File: src/rtl/tow_arena.sv
// rtl/tow_arena.sv - parametrised tug-of-war game core
// Synchronised buttons, LFSR-randomised arm delay, marker walk and match end detection.
module tow_arena #(
   parameter int NUM_LEDS   = 9,
   parameter int DELAY_MIN  = 16,
   parameter int DELAY_BITS = 6,
   parameter int HOLD_TICKS = 32
) (
   input  logic                        clk,
   input  logic                        rst,
   input  logic                        tick,
   input  logic                        pbl,
   input  logic                        pbr,
   input  logic                        restart,
   output logic [NUM_LEDS-1:0]         led,
   output logic [$clog2(NUM_LEDS)-1:0] pos,
   output logic                        cue,
   output logic                        false_start,
   output logic                        win_l,
   output logic                        win_r
);
   localparam int PW   = $clog2(NUM_LEDS);
   localparam int DMAX = DELAY_MIN + (1 << DELAY_BITS) - 1;
   localparam int CMAX = (DMAX > HOLD_TICKS) ? DMAX : HOLD_TICKS;
   localparam int CW   = $clog2(CMAX + 1);

   localparam logic [PW-1:0]       POS_C    = PW'((NUM_LEDS - 1) / 2);
   localparam logic [PW-1:0]       POS_L    = PW'(NUM_LEDS - 1);
   localparam logic [PW-1:0]       POS_1    = PW'(1);
   localparam logic [CW-1:0]       CNT_1    = CW'(1);
   localparam logic [CW-1:0]       CNT_HOLD = CW'(HOLD_TICKS);
   localparam logic [CW-1:0]       CNT_DMIN = CW'(DELAY_MIN);
   localparam logic [NUM_LEDS-1:0] LED_1    = NUM_LEDS'(1);

   localparam logic [1:0] S_ARM  = 2'd0;
   localparam logic [1:0] S_CUE  = 2'd1;
   localparam logic [1:0] S_SHOW = 2'd2;
   localparam logic [1:0] S_OVER = 2'd3;

   logic [2:0]          l_sync_q, r_sync_q;
   logic                rise_l_q, rise_r_q;
   logic [15:0]         lfsr_q;
   logic                lfsr_fb;
   logic [1:0]          state_q, state_d;
   logic [CW-1:0]       cnt_q, cnt_d, arm_load;
   logic [PW-1:0]       pos_q, pos_d, pos_up, pos_dn;
   logic [NUM_LEDS-1:0] led_q, led_d;
   logic                cue_q, cue_d;
   logic                fs_q, fs_d;
   logic                win_l_q, win_l_d, win_r_q, win_r_d;

   assign lfsr_fb  = lfsr_q[15] ^ lfsr_q[13] ^ lfsr_q[12] ^ lfsr_q[10];
   assign arm_load = CNT_DMIN + CW'(lfsr_q[DELAY_BITS-1:0]);
   assign pos_up   = (pos_q == POS_L) ? pos_q : pos_q + POS_1;
   assign pos_dn   = (pos_q == '0) ? pos_q : pos_q - POS_1;

   always_comb begin
      state_d = state_q;
      cnt_d   = cnt_q;
      pos_d   = pos_q;
      led_d   = led_q;
      cue_d   = cue_q;
      fs_d    = 1'b0;
      win_l_d = win_l_q;
      win_r_d = win_r_q;
      case (state_q)
         S_ARM: begin
            // A press beats an expiring tick; a double press just re-rolls the delay.
            if (rise_l_q && rise_r_q) begin
               cnt_d = arm_load;
            end else if (rise_l_q) begin
               pos_d   = pos_up;
               fs_d    = 1'b1;
               state_d = S_SHOW;
               cnt_d   = CNT_HOLD;
            end else if (rise_r_q) begin
               pos_d   = pos_dn;
               fs_d    = 1'b1;
               state_d = S_SHOW;
               cnt_d   = CNT_HOLD;
            end else if (tick) begin
               if (cnt_q == CNT_1) begin
                  state_d = S_CUE;
                  cue_d   = 1'b1;
               end else begin
                  cnt_d = cnt_q - CNT_1;
               end
            end
         end
         S_CUE: begin
            if (rise_l_q || rise_r_q) begin
               state_d = S_SHOW;
               cue_d   = 1'b0;
               cnt_d   = CNT_HOLD;
               if (rise_r_q && !rise_l_q) begin
                  pos_d = pos_up;
               end else if (rise_l_q && !rise_r_q) begin
                  pos_d = pos_dn;
               end
            end
         end
         S_SHOW: begin
            if (tick) begin
               if (cnt_q == CNT_1) begin
                  if (pos_q == POS_L) begin
                     win_r_d = 1'b1;
                     state_d = S_OVER;
                  end else if (pos_q == '0) begin
                     win_l_d = 1'b1;
                     state_d = S_OVER;
                  end else begin
                     state_d = S_ARM;
                     cnt_d   = arm_load;
                  end
               end else begin
                  cnt_d = cnt_q - CNT_1;
               end
            end
         end
         default: begin
            if (restart) begin
               pos_d   = POS_C;
               win_l_d = 1'b0;
               win_r_d = 1'b0;
               state_d = S_ARM;
               cnt_d   = arm_load;
            end else if (tick) begin
               led_d = led_q ^ (LED_1 << pos_q);
            end
         end
      endcase
      // Lamp follows the marker everywhere except while blinking in GAMEOVER.
      if (!(state_q == S_OVER && state_d == S_OVER)) begin
         led_d = LED_1 << pos_d;
      end
   end

   always_ff @(posedge clk or negedge rst) begin
      if (!rst) begin
         l_sync_q <= '0;
         r_sync_q <= '0;
         rise_l_q <= 1'b0;
         rise_r_q <= 1'b0;
         lfsr_q   <= 16'hACE1;
         state_q  <= S_ARM;
         cnt_q    <= CNT_DMIN;
         pos_q    <= POS_C;
         led_q    <= LED_1 << POS_C;
         cue_q    <= 1'b0;
         fs_q     <= 1'b0;
         win_l_q  <= 1'b0;
         win_r_q  <= 1'b0;
      end else begin
         l_sync_q <= {l_sync_q[1:0], pbl};
         r_sync_q <= {r_sync_q[1:0], pbr};
         // Edge pulse is registered so a press lands three edges after first sampling.
         rise_l_q <= l_sync_q[1] & ~l_sync_q[2];
         rise_r_q <= r_sync_q[1] & ~r_sync_q[2];
         lfsr_q   <= {lfsr_q[14:0], lfsr_fb};
         state_q  <= state_d;
         cnt_q    <= cnt_d;
         pos_q    <= pos_d;
         led_q    <= led_d;
         cue_q    <= cue_d;
         fs_q     <= fs_d;
         win_l_q  <= win_l_d;
         win_r_q  <= win_r_d;
      end
   end

   assign led         = led_q;
   assign pos         = pos_q;
   assign cue         = cue_q;
   assign false_start = fs_q;
   assign win_l       = win_l_q;
   assign win_r       = win_r_q;

endmodule

File: config.mk
export PLATFORM = sky130hd
export DESIGN_NAME = tow_arena
export DESIGN_NICKNAME = d
export VERILOG_FILES = /design/src/rtl/tow_arena.sv
export SDC_FILE = /design/constraint.sdc
export NUM_CORES = 1
export LEC_CHECK = 0
export ABC_AREA = 1
export CAP_MARGIN = 20
export CORE_MARGIN = 5
export CORE_UTILIZATION = 55
export CTS_CLUSTER_DIAMETER = 60
export DETAILED_ROUTE_END_ITERATION = 16
export GPL_ROUTABILITY_DRIVEN = 0
export PLACE_DENSITY = 0.76
export SETUP_SLACK_MARGIN = 0.5
export SYNTH_ARGS = -nofsm -noshare
export SYNTH_HDL_FRONTEND = slang
export SYNTH_SLANG_ARGS = --single-unit
File: constraint.sdc
create_clock -name clk -period 2.6 [get_ports clk]
set_input_delay 0.39 -clock clk [delete_from_list [all_inputs] [get_ports clk]]
set_output_delay 0.39 -clock clk [all_outputs]
set_load 0.1 [all_outputs]
==> flow_metrics.py <==
metrics = {
    "synthesis": {
        "yosysSeqAreaShare_pct": 41.9,
        "syn_nets": 404,
        "yosys-top-cells-count": "88 x nand2_1, 51 x inv_1, 39 x dfrtp_1",
        "avgSynthCellArea_um2": 7.86,
        "yosysMostFrequentCell": "nand2_1",
        "synth-edff-count": 0,
        "synth_area_leaders": "dfrtp_1 32%, nand2_1 11%, dfstp_2 9.6%, inv_1 6.3%, ha_1 5.8%",
        "ys.flop_type": "dfrtp_1",
        "ys_seq_elements": 50,
        "synth.distinct_cells": 31,
        "yosysTopAreaCellShare_pct": 32.3,
        "yosysWarnings": 0,
        "synthArstFlopShare_pct": 100,
        "synthCells": 384,
        "syn_area_mm2": 0.00302,
        "yosysTopAreaCell": "dfrtp_1",
    },
    "setup_path": {
        "rrSetupSlack_ps": 560,
        "endpoint_kind": "flop",
        "critPathArrivalTime_ps": 2240,
        "critical_path_class": "reg -> reg",
        "start_kind": "flop",
        "cp_max_fo": 7,
        "crit_required_ps": 2810,
    },
    "power": {
        "powerDensity_mw_per_mm2": 1310,
        "peakVddDrop_v": 0.000850,
        "p_leak_uw": 0.00176,
    },
    "sta": {
        "slew_violations": 0,
        "skew_ps": 7.98,
        "tightest_slew_ps": 700,
        "fmax_ghz": 0.491,
        "period_share_pct": 78.3,
        "max-slew-margin-rel_pct": 53.3,
        "tns_ps": 0,
        "finalSetupViolations": 0,
        "finalHoldViolations": 0,
        "layout_min_cycle_time_ps": 2040,
        "rsz0062_at_grt": "yes",
    },
    "cells_and_area": {
        "drive_above_1_share_pct": 25.1,
        "final_core_util_pct": 64.0,
        "syn_to_final_growth_pct": 14.6,
        "layout.nets": 437,
        "antennaDiodeCount": 0,
    },
    "cts": {
        "clock_latency_ps": 310,
        "clk_pin_slew_ps": 100,
        "cts_sinks": 50,
        "htree_levels": 2,
        "cts_tree": "yes",
        "cts_root_buf": "clkbuf_8",
        "cts-buffers-inserted": 5,
        "cts_buffer_depth": 2,
        "ctsHoldBuffers": 0,
    },
    "routing": {
        "wire_per_inst_um": 13.5,
        "vias": 2579,
        "drtAntennaViolNets": 0,
        "drt_iter0_drc": 176,
        "drc": 0,
        "wirelength_mm": 6.61,
        "avgViaCountPerCell": 5.26,
        "drt_first_pass_iters": 6,
    },
    "place": {
        "dp.final_hpwl_mm": 4.84,
        "port_buffers": 22,
    },
    "run_status": {
        "outcome": "finished, final reports clean",
    },
    "die": {
        "coreArea_mm2": 0.00541,
        "initial_utilization_pct": 55.9,
        "ios": 23,
        "die_x_um": 84.1,
        "dieArea_mm2": 0.00707,
        "dieHeight_um": 84.1,
        "rows": 27,
    },
    "grt": {
        "grt_pass1_vias": 2400,
        "grt_usage_pct": 19.4,
        "grt_pass1_wl_mm": 11.2,
        "antenna_found_initial": 0,
        "grt_max_degree": 33,
        "overflow": 0,
    },
    "run": {
        "maxCapViolCount": 0,
    },
    "min_path": {
        "hp-class": "in -> async",
    },
}
## repair_timing
action / 4_1_cts / 5_1_grt
resized for setup: 0 / 8
pin swaps: 0 / 3
gates cloned: 0 / 0
setup endpoints to repair: 3 / 9
setup buffers: 3 / 6
## registers in the layout (all words and copies together), names as in the netlist
register and count:
cnt_q 7, cue 1, false_start 1, l_sync_q 3
led 9, lfsr_q 16, pos 4, r_sync_q 3
rise_l_q 1, rise_r_q 1, state_q 2, win_l 1
win_r 1
## critical path: stages (launching register included)
cell and delay [ps]:
dfrtp_4 540, ha_2 200, ha_1 270, inv_1 90, nand2_1 80, a21oi_1 130, nand2_1 110, nand4_1 140
buf_4 140, inv_1 30, nand2_1 60, nor2_1 40, nor2_1 80, nor2_1 40
## cells in the final DEF, fill, tap and decap left out, types with 2 or more instances in the layout
master           count
ha_1                11
nor2_4               4
o21ai_1              3
nand2_4              2
dfrtp_4              2
a21oi_1             20
o21ai_2              5
nor2_1              32
a31oi_1              4
nand2_2              5
inv_4                2
nor3_1               2
o21ai_0             23
inv_1               49
a21oi_2              8
nand3_1             26
nand4_1              4
nand3_2              7
nor2_2               4
dfstp_2             10
clkbuf_8             5
clkdlybuf4s50_1      4
nand2_1             87
xnor2_1              5
clkinv_4             2
xor2_1               5
inv_2               11
dfrtp_1             35
dfrtp_2              2
buf_4               29
ha_2                 2
## worst paths after layout
path	start	endpoint	depth (start not counted)
worst max register to register	pos[1]	led[2]	13
min in group clk	lfsr_q[9]	lfsr_q[10]	0
worst min register to register	lfsr_q[9]	lfsr_q[10]	0
max in group asynchronous	rst	led[4]	2
worst min-delay path	rst	pos[0]	1
worst max-delay path	pos[1]	led[2]	13
## where the power goes
group / switching (uW) / total, uW / internal (uW)
sequential: 185 / 1160 / 978
combinational: 2020 / 2890 / 865
clock: 284 / 484 / 200
## per-layer routing
metal,part of all wire [%],vias to the layer above,GRT usage [%]
met3,5.2,16,3.85
met4,2.0,0,5.85
met5,0,-,0
met1,45,1208,26.5
met2,48,70,31.2
li1,-,1285,-
## cell families after synthesis
kind of cell	after synthesis	share of synthesized area, %
buffers and inverters	70	9.61
DFF	50	41.9
xor gates and xnor gates	10	2.90
and+or+nand+nor	174	27.1
adders and majority gates	14	5.80
AOI/OAI and AO/OA	66	12.7
## metrics by stage
step,cell area (um2),instances,setup WS (ps),hold slack [ps],power [uW]
floorplan,3050,384,502,94.4,3390
global placement,3270,473,526,338,3860
detailed placement,3270,473,492,337,3910
CTS,3390,484,512,144,4440
global route,3460,490,465,155,4870
finish,3460,490,565,122,4530
## final cells by class
cell class              count  area, um2
inverters                  62        238
repair buffers             34        263
clock inverters             3       28.8
well taps                  72       90.1
clock buffers               5       68.8
fillers                   504       1940
flip-flops and latches     50       1280
multi-input cells         264       1490
Note: power is estimated with default switching activity, not from simulation.
